`src/rtl/div_req_ctrl.sv`:
```
// Request-side controller for the serial divider: conditions RV64 W-variant operands,
// issues one request at a time and buffers the sign-extended result for writeback.
module div_req_ctrl #(
  parameter int unsigned WIDTH         = 64,
  parameter int unsigned TRANS_ID_BITS = 3
) (
  input  logic                     clk_i,
  input  logic                     rst_ni,
  input  logic                     flush_i,
  input  logic                     req_valid_i,
  output logic                     req_ready_o,
  input  logic [TRANS_ID_BITS-1:0] req_id_i,
  input  logic [1:0]               req_op_i,
  input  logic                     req_word_i,
  input  logic [WIDTH-1:0]         req_a_i,
  input  logic [WIDTH-1:0]         req_b_i,
  output logic                     div_vld_o,
  input  logic                     div_rdy_i,
  output logic [TRANS_ID_BITS-1:0] div_id_o,
  output logic [1:0]               div_opcode_o,
  output logic [WIDTH-1:0]         div_op_a_o,
  output logic [WIDTH-1:0]         div_op_b_o,
  output logic                     div_flush_o,
  input  logic                     div_out_vld_i,
  output logic                     div_out_rdy_o,
  input  logic [TRANS_ID_BITS-1:0] div_id_i,
  input  logic [WIDTH-1:0]         div_res_i,
  output logic                     wb_valid_o,
  input  logic                     wb_ready_i,
  output logic [TRANS_ID_BITS-1:0] wb_id_o,
  output logic [WIDTH-1:0]         wb_result_o
);

  typedef enum logic [1:0] {
    S_IDLE  = 2'd0,
    S_ISSUE = 2'd1,
    S_WAIT  = 2'd2,
    S_RESP  = 2'd3
  } state_e;

  state_e                   r_state;
  state_e                   w_next;
  logic [TRANS_ID_BITS-1:0] r_id;
  logic [1:0]               r_op;
  logic                     r_word;
  logic [WIDTH-1:0]         r_a;
  logic [WIDTH-1:0]         r_b;
  logic [TRANS_ID_BITS-1:0] r_wb_id;
  logic [WIDTH-1:0]         r_wb_res;

  logic                     w_accept;
  logic                     w_capture;
  logic [WIDTH-1:0]         w_a_cond;
  logic [WIDTH-1:0]         w_b_cond;
  logic [WIDTH-1:0]         w_res_ext;

  function automatic logic [WIDTH-1:0] cond_op(input logic [WIDTH-1:0] v,
                                               input logic word,
                                               input logic sgn);
    if (!word)
      return v;
    return sgn ? {{(WIDTH-32){v[31]}}, v[31:0]} : {{(WIDTH-32){1'b0}}, v[31:0]};
  endfunction

  assign w_a_cond  = cond_op(req_a_i, req_word_i, req_op_i[0]);
  assign w_b_cond  = cond_op(req_b_i, req_word_i, req_op_i[0]);
  // RV64 W results are always sign-extended from bit 31, even for the unsigned variants.
  assign w_res_ext = cond_op(div_res_i, r_word, 1'b1);

  assign w_accept  = req_valid_i & req_ready_o;
  assign w_capture = div_out_vld_i & div_out_rdy_o;

  always_ff @(posedge clk_i or negedge rst_ni) begin
    if (!rst_ni)
      r_state <= S_IDLE;
    else
      r_state <= w_next;
  end

  always_comb begin
    w_next = r_state;
    if (flush_i) begin
      w_next = S_IDLE;
    end else begin
      case (r_state)
        S_IDLE:  if (req_valid_i)   w_next = S_ISSUE;
        S_ISSUE: if (div_rdy_i)     w_next = S_WAIT;
        S_WAIT:  if (div_out_vld_i) w_next = S_RESP;
        S_RESP:  if (wb_ready_i)    w_next = S_IDLE;
        default:                    w_next = S_IDLE;
      endcase
    end
  end

  always_comb begin
    req_ready_o   = 1'b0;
    div_vld_o     = 1'b0;
    div_out_rdy_o = 1'b0;
    wb_valid_o    = 1'b0;
    if (!flush_i) begin
      case (r_state)
        S_IDLE:  req_ready_o   = 1'b1;
        S_ISSUE: div_vld_o     = div_rdy_i;
        S_WAIT:  div_out_rdy_o = 1'b1;
        S_RESP:  wb_valid_o    = 1'b1;
        default: ;
      endcase
    end
  end

  always_ff @(posedge clk_i or negedge rst_ni) begin
    if (!rst_ni) begin
      r_id     <= '0;
      r_op     <= '0;
      r_word   <= 1'b0;
      r_a      <= '0;
      r_b      <= '0;
      r_wb_id  <= '0;
      r_wb_res <= '0;
    end else if (flush_i) begin
      r_wb_id  <= '0;
      r_wb_res <= '0;
    end else begin
      if (w_accept) begin
        r_id   <= req_id_i;
        r_op   <= req_op_i;
        r_word <= req_word_i;
        r_a    <= w_a_cond;
        r_b    <= w_b_cond;
      end
      if (w_capture) begin
        r_wb_id  <= div_id_i;
        r_wb_res <= w_res_ext;
      end
    end
  end

  assign div_id_o     = r_id;
  assign div_opcode_o = r_op;
  assign div_op_a_o   = r_a;
  assign div_op_b_o   = r_b;
  assign div_flush_o  = flush_i;
  assign wb_id_o      = r_wb_id;
  assign wb_result_o  = r_wb_res;

  a_id_match: assert property (@(posedge clk_i) disable iff (!rst_ni)
    (r_state == S_WAIT && div_out_vld_i && !flush_i) |-> (div_id_i == r_id));

endmodule
```
`config.mk`:
```
export PLATFORM = sky130hd
export DESIGN_NAME = div_req_ctrl
export DESIGN_NICKNAME = d
export VERILOG_FILES = /design/src/rtl/div_req_ctrl.sv
export SDC_FILE = /design/constraint.sdc
export NUM_CORES = 1
export LEC_CHECK = 0
export CAP_MARGIN = 20
export CELL_PAD_IN_SITES_DETAIL_PLACEMENT = 0
export CELL_PAD_IN_SITES_GLOBAL_PLACEMENT = 1
export CORE_AREA = 5 5 156 158
export CTS_BUF_LIST = sky130_fd_sc_hd__clkbuf_8 sky130_fd_sc_hd__clkbuf_16
export DETAILED_ROUTE_END_ITERATION = 8
export DIE_AREA = 0 0 161 163
export DONT_BUFFER_PORTS = 1
export GPL_ROUTABILITY_DRIVEN = 0
export HOLD_SLACK_MARGIN = 0.06
export PLACE_DENSITY_LB_ADDON = 0.2
export RECOVER_POWER = 100
export SYNTH_ARGS = -nofsm -noshare
export SYNTH_HDL_FRONTEND = slang
export SYNTH_SLANG_ARGS = --single-unit
```
`constraint.sdc`:
```
create_clock -name clk_i -period 2.2 [get_ports clk_i]
set_input_delay 0.44 -clock clk_i [delete_from_list [all_inputs] [get_ports clk_i]]
set_output_delay 0.44 -clock clk_i [all_outputs]
set_load 0.01 [all_outputs]
```
# --- Word-level counts from Yosys, hierarchy flattened ---
# Index checks and enable logic that the tools add are counted.
totals:
  wordCells: 45
  regBits: 203
  in_bits: 208
  output_inout_bits: 205
classes:
  bitwise_logic: 3
  n_eq_ne: 7
  mux: 23
  reduce_logical: 4
ops:
  columns: ["cell", "n"]
  rows:
  - ["$mux W64", 7]
  - ["$ne A3 B3 Y1 const B", 4]
  - ["$mux W2", 5]
  - ["$mux W1", 8]
  - ["$pmux W2 S4", 1]
  - ["$mux W3", 2]
  - ["$eq A2 B2 Y1 const B", 2]
  - ["$reduce_and A4 Y1", 1]
  - ["$and A1 B1 Y1", 2]
  - ["$eq A2 B1 Y1 const B", 1]
  - ["$logic_not A2 Y1", 1]
  - ["$reduce_and A2 Y1", 1]
  - ["$reduce_bool A2 Y1", 1]
  - ["$not A1 Y1", 1]

# --- Longest topological paths before layout ---
# Gate-level depths: netlist of the first run.
depth:
  depth_word: 6
  depth_mapped: 8
  ltp_nobuf: 5

# --- Worst setup path before layout of the first run ---
# OpenSTA, ideal clock, no wires.
synth_timing:
  path_type: "reg2reg"
  from: "register r_state[0]"
  to: "register r_state[0]"
  arrival_ns: 1.496
  setup_ns: 0.128
  synth_period_minus_slack_ns: 1.624
  path_slack_ns: 0.576
  n_path_buf: 0
  required_ns: 2.072
  stages_incl_launch_ff: 6
  path_cell_list: "dfrtp_1 > inv_1 > ha_1 > nor2b_1 > a2111oi_4 > mux2_1"
synth_via:
  elab_chain_len: 3
  elab_cells_between_ends: 11
  classes_between: "eq/ne (7); mux (2); reduce/logical (2)"
synth_lines:
  columns: ["element", "line_no", "source"]
  rows:
  - ["start, declared", "41", "state_e r_state;"]
  - ["start signal, assigned", "77", "r_state <= w_next;"]
  - ["$eq A2 B2 Y1, or another cell as far along", "85", "case (r_state)"]
  - ["$ne A3 B3 Y1 (no line) / $pmux W2 S4 (equally long branches)", null, null]
  - ["$reduce_and A4 Y1 (no line) / $mux W2 (equally long branches)", null, null]
# Parallel ways exist; a longest one is shown, timed or not.
# A chain may end at the register's enable or synchronous reset.

# --- Final worst setup path of the first run ---
layout_timing:
  from: "register r_state[0]"
  to: "output req_ready_o"
layout_via:
  elab_chain_len: 3
layout_lines:
  columns: ["element", "line_no", "source"]
  rows:
  - ["$logic_not A2 Y1", "101", "case (r_state)"]
  - ["$mux W1", "101", null]
  - ["$mux W1", "100", "if (!flush_i) begin"]
  - ["end, declared", "11", "output logic req_ready_o,"]
# Every way passes these cells.

==> results of run 1 <==
worst paths after layout:
path / from / slack (ns) / endpoint / depth (start not counted)
min in group clk_i: req_a_i[12] / 0.09 / div_op_a_o[12] / 2
hold reg to reg: div_op_a_o[12] / 0.55 / div_op_a_o[12] / 2
setup reg to reg: r_state[0] / 0.22 / wb_result_o[52] / 5
max in group asynchronous: rst_ni / 2.16 / div_op_b_o[17] / 0
setup / recovery: r_state[0] / 0.21 / req_ready_o / 3
hold / removal: rst_ni / -0.36 / div_op_a_o[37] / 0
power groups by stage:
stage | clock network [mW] | registers (mW) | logic, mW
after global placement | 0 | 6.86 | 2.17
final | 4.07 | 6.75 | 2.36
after global routing | 4.35 | 6.90 | 2.75
after detailed placement | 0 | 6.82 | 2.27
after floorplan | 0 | 6.33 | 1.91
after CTS | 4.20 | 6.79 | 2.42
routing by layer:
metal	share of wire [%]	vias up
li1	-	3088
met1	38	3137
met2	49	302
met3	10	46
met4	3.1	0
met5	0	-
stage by stage:
stage | cell area [um2] | setup WS (ns)
after CTS | 10600 | 0.162
after floorplan | 8630 | 0.576
after detailed placement | 8760 | 0.266
final | 10600 | 0.210
after global placement | 8740 | 0.345
after global routing | 10600 | 0.0474
critical path, cell delays in order, from the launching register on:
cell and delay [ns]:
dfrtp_1 0.41, inv_1 0.11, ha_1 0.21, nor2b_1 0.32
state kept, by name (all words and copies together) (netlist names):
name / count
div_id_o: 3
div_op_a_o: 64
div_op_b_o: 64
div_opcode_o: 2
r_state: 2
r_word: 1
wb_id_o: 3
wb_result_o: 64
synthesized netlist by cell type:
cell type,instances,area [um2]
a2111oi_4,1,27.5
a21oi_1,32,160
and2_1,1,6.26
and3b_1,2,17.5
buf_2,31,155
buf_4,8,60.1
buf_6,7,78.8
clkbuf_1,27,101
dfrtp_1,203,5080
ha_1,4,50.1
inv_1,4,15.0
mux2_1,1,11.3
mux2i_1,1,10.0
nand2_1,343,1290
nand2b_1,2,12.5
nand3_1,64,320
nand3b_1,133,998
nand4_1,1,6.26
nand4_4,1,21.3
nor2_1,3,11.3
nor2b_1,6,37.5
o21ai_0,33,165
final cells by class:
type	count	area (um2)	area share, %
clock buffers	27	631	5.97
clock inverters	15	184	1.74
flip-flops and latches	203	5080	48.1
well taps	290	363	3.43
inverters	4	15.0	0.142
repair buffers	113	1150	10.9
multi-input cells	628	3150	29.8
cell families (layout without fill, tap and decap cells):
group / after synthesis / after routing / synth area share (%)
and+or+nand+nor: 556 / 556 / 31.5
DFF: 203 / 203 / 58.8
buffers and inverters: 77 / 159 / 4.75
AOI/OAI and AO/OA: 66 / 66 / 4.09
adders and majority gates: 4 / 4 / 0.580
muxes: 2 / 2 / 0.246
==> metrics.txt, run 1 <==
Design Power 13.2 mW; Layout Utilization 46.0%; FP Rows 56; clk buf depth 3; die area 26200 um2; TritonRoute pass-1 iters 5; WP data arrival 1.55 ns; most frequent cells in the layout nand2_1, dfrtp_1, nand3b_1; status complete, but fails checks; Synth warnings 0; P_sw 4.64 mW; Clk pin slew, worst setup/hold paths 0.07 ns; core box area 23000 um2; share of layout cells above drive strength 1 5.35%; Vias/cell 5.14; sequential power share 51.2%; #FFs+latches synth 203; worst hold-check path type input port to asynchronous set/reset pin; max-slew violation count 0; Final Non-Filler Cells 1280; total congestion overflow 0; Tmin final 1.99 ns; # clock sinks 203; commonest non-fill, non-tap cell in the layout nand2_1; post-route setup TNS 0 ns; Cell Pwr Density 1250 nW/um2; Top Ports 413; WS Path Type flop to output pin; Post-Place Cells 1136; cts hold-fix bufs 102; RSZ-0062 raised after global routing false; met1 Resource Use GR 23.0%; Residual DRC 0; Crit. End Element output pin; FILL cells 2194; Internal Pwr Total 8.54 mW; Hold Fails Final Rpt 203; peak supply drop 0.652 mV; Pleak 5.21 nW; first-pass GRT wire length 39700 um; Slew @ Worst Pin 0.939 ns; Detailed Route WL 26500 um; worst-skew pair later-pin latency 0.50 ns; post_cts resized 0; GRT Util Overall 18.9%; Max Cap Viol 0; CTS tree built; Final period util 90.4%; vias 6573; syn avg cell area 9.51 um2; GR Util met2 31.0%; Switching Share 35.2%; Slew headroom 37.4%; Post-Synthesis Cells 908; Antenna diodes 0; hold slack -0.365 ns; nets 1185; antenna-violating nets left 0; Starting DRT DRC Count 532; fmax 503 MHz; Distinct cells, synth 22; cts bufs inserted 23; GRT busiest layer met2; synthesized area 8630 um2; Gate power share 17.9%; area delta synth->final 22.4%; syn nets 1120; Setup-failing EPs final 0; failing checks negative hold slack; Post-CTS Setup Repair Bufs 0; skew final 0.0132 ns; sequential area share after synthesis 58.8%; vias in the first global route 6670; Buffers on Ports 0; initial antenna violation count 0; Die W 161 um; H-tree Lvls 1; Clock Tree Root clkbuf_16; Initial Util 37.6%; drt wl/cell 20.7 um; HPWL Detailed 17200 um; worst-path fanout max 4; Critical Path RT 1.76 ns; die height 163 um; GRT met3 Usage 7.24%; CP Launch Type flop; pin count of the biggest net entering global routing 204; clock share of power 30.9%
Power figures use the tool's default switching activity.
==> run 2: changes to the inputs <==
==> constraint.sdc (replaced) <==
create_clock -name clk_i -period 1.74 [get_ports clk_i]
set_input_delay 0.348 -clock clk_i [delete_from_list [all_inputs] [get_ports clk_i]]
set_output_delay 0.348 -clock clk_i [all_outputs]
set_load 0.01 [all_outputs]
==> run 2 against run 1 <==
The flow still finishes with violations (negative hold slack). Die area unchanged. Setup slack got worse by 0.19 ns. Clock skew is 0.0047 ns lower. Sequential power grew 28%. Flip-flop and latch count unchanged. Sequential share of layout area shrank 4.5 points. Via count is 6.2% higher. Clock power grew 19%. Combinational power up 48%. Worst hold slack got worse by 0.087 ns. Global-route usage rose by 1.0 points.
==> metrics.txt, run 2 (synthesis gave the netlist of run 1 again) <==
first-pass GRT wire length 42500 um (+7.0%); Switching Share 35.7% (+0.46 points); max incr delay on CP 0.45 ns (+0.04 ns); status complete, but fails checks; share of layout cells above drive strength 1 6.95% (+1.6 points); Final Non-Filler Cells 1384 (+8.1%); Hold Fails Final Rpt 203 (unchanged); Design Power 16.9 mW (+29%); TritonRoute pass-1 iters 4 (-1); vias in the first global route 7272 (+9.0%); # clock sinks 203 (unchanged); max-slew violation count 0 (unchanged); worst hold-check path type input port to asynchronous set/reset pin; commonest non-fill, non-tap cell in the layout nand2_1; Initial Util 37.6% (unchanged); GRT Util Overall 19.9% (+1.0 points); pin count of the biggest net entering global routing 204 (unchanged); initial antenna violation count 0 (unchanged); Post-Place Cells 1147 (+0.97%); most frequent cells in the layout nand2_1, dfrtp_1, dlygate4sd3_1; FILL cells 2133 (-2.8%); fmax 583 MHz; cts bufs inserted 23 (unchanged); WS Path Type flop to output pin; clock share of power 28.5% (-2.4 points); Critical Path RT 1.39 ns (-0.37 ns); nets 1291 (+8.9%); RSZ-0062 raised after global routing true; Clk pin slew, worst setup/hold paths 0.06 ns (about the same); peak supply drop 0.791 mV (+21%); failing checks negative hold slack; CP Launch Type flop; worst-skew pair later-pin latency 0.50 ns (about the same); worst-path cell chain inv_4, ha_4, nor2b_4; Final period util 98.6%; Tmin final 1.72 ns; Critical-path top delay cell dfrtp_2; H-tree Lvls 1 (unchanged); clk buf depth 3 (unchanged); die height 163 um (unchanged); hold slack -0.452 ns (-0.0874 ns); Slew @ Worst Pin 0.466 ns (-0.474 ns); Max Cap Viol 0 (unchanged); Cell Pwr Density 1450 nW/um2 (+16%); worst r2r dst r_state[0]; die area 26200 um2 (unchanged); CTS tree built; Clock Tree Root clkbuf_16; skew final 0.00852 ns (-0.00467 ns); Detailed Route WL 27500 um (+3.8%); Vias/cell 5.05 (-1.7%); vias 6983 (+6.2%); total congestion overflow 0 (unchanged); core box area 23000 um2 (unchanged); post-route setup TNS 0 ns (unchanged); HPWL Detailed 17800 um (+3.3%); Residual DRC 0 (unchanged); area delta synth->final 35.2%; antenna-violating nets left 0 (unchanged); Die W 161 um (unchanged); cts hold-fix bufs 196 (+92%); dpl cell area 8840 um2 (+1.0%); worst-path fanout max 4 (unchanged); Internal Pwr Total 10.9 mW (+28%); Reg2Reg Depth 5 (unchanged); FP Rows 56 (unchanged); drt wl/cell 19.8 um (-4.0%); sequential power share 50.8% (-0.4 points); Top Ports 413 (unchanged); WP data arrival 1.37 ns (-0.18 ns); Starting DRT DRC Count 640 (+20%); Layout Utilization 50.8% (+4.8 points); Setup-failing EPs final 0 (unchanged); Buffers on Ports 0 (unchanged); P_sw 6.04 mW (+30%); Pleak 5.68 nW (+9.1%); Antenna diodes 0 (unchanged); worst r2r src r_state[0]; fin area 11700 um2 (+10%); Slew headroom 69.0% (+32 points); Gate power share 20.6% (+2.7 points); R2R setup slack 0.07 ns (-0.15 ns); Crit. End Element output pin
## run 2: cell count changes in the layout (fill, tap and decap cells not counted), sizes merged
| cell | previous run | this run |
|---|---|---|
| clkinvlp | 2 | 0 |
| buf | 10 | 23 |
| clkinv | 5 | 4 |
| dlygate4sd3 | 102 | 194 |
| clkbuf | 28 | 31 |
| inv | 8 | 9 |
| bufinv | 4 | 2 |
## run 2: metrics by stage
| stage | hold WS, ns | setup slack [ns] |
|---|---|---|
| after global placement | 0.0583 | 0.0915 |
| after floorplan | 0.0524 | 0.116 |
| final | -0.452 | 0.0236 |
| after CTS | -0.479 | -0.0512 |
| after global routing | -0.487 | -0.0332 |
| after detailed placement | 0.0573 | 0.0350 |
## run 2: worst max-delay path by stage
stage	depth (start not counted)	slack, ns	to	from
final	3	0.02	req_ready_o	r_state[0]
after global routing	3	-0.03	req_ready_o	r_state[0]
after CTS	4	-0.05	div_vld_o	r_state[1]
after detailed placement	6	0.03	div_op_b_o[44]	r_state[0]
after global placement	6	0.09	div_op_b_o[35]	r_state[0]
after floorplan	5	0.12	r_state[0]	r_state[0]
## run 2: layout make-up
class                      instances  area (um2)  area share (%)
clock buffer                      29         658            5.64
timing repair buffer             219        2220            19.1
multi-input combinational        628        3230            27.6
tap                              290         363            3.11
inverter                           4        20.0           0.171
clock inverter                    11        98.8           0.847
sequential                       203        5080            43.5
## run 2: per-layer routing
layer / up-vias / global-route usage, % / part of all wire (%)
met5: - / 0 / 0
met4: 0 / 6.51 / 3.1
met3: 61 / 6.58 / 9.2
met2: 281 / 33.5 / 49
met1: 3340 / 24.4 / 39
li1: 3301 / - / -
## run 2: critical path: cells and delay by family (launching register included)
kind / cells / cell delay [ns]
DFF: 1 / 0.45
buffers and inverters: 1 / 0.10
and+or+nand+nor: 1 / 0.18
adders and majority gates: 1 / 0.14
## run 2: repair_timing
item                                   in CTS  in global routing
pin swaps                                   2                  3
gates resized for setup                    16                 10
endpoints found under the hold margin     405                203
setup endpoints to repair                   4                 17
setup buffers                               2                  0
## run 2: power groups by stage
stage	Clock, mW	Combinational (mW)	Sequential, mW
final	4.84	3.50	8.61
after global routing	5.19	4.03	8.81
after CTS	5.00	3.48	8.64
after detailed placement	0	2.96	8.68
after global placement	0	2.87	8.71
after floorplan	0	2.41	8.00
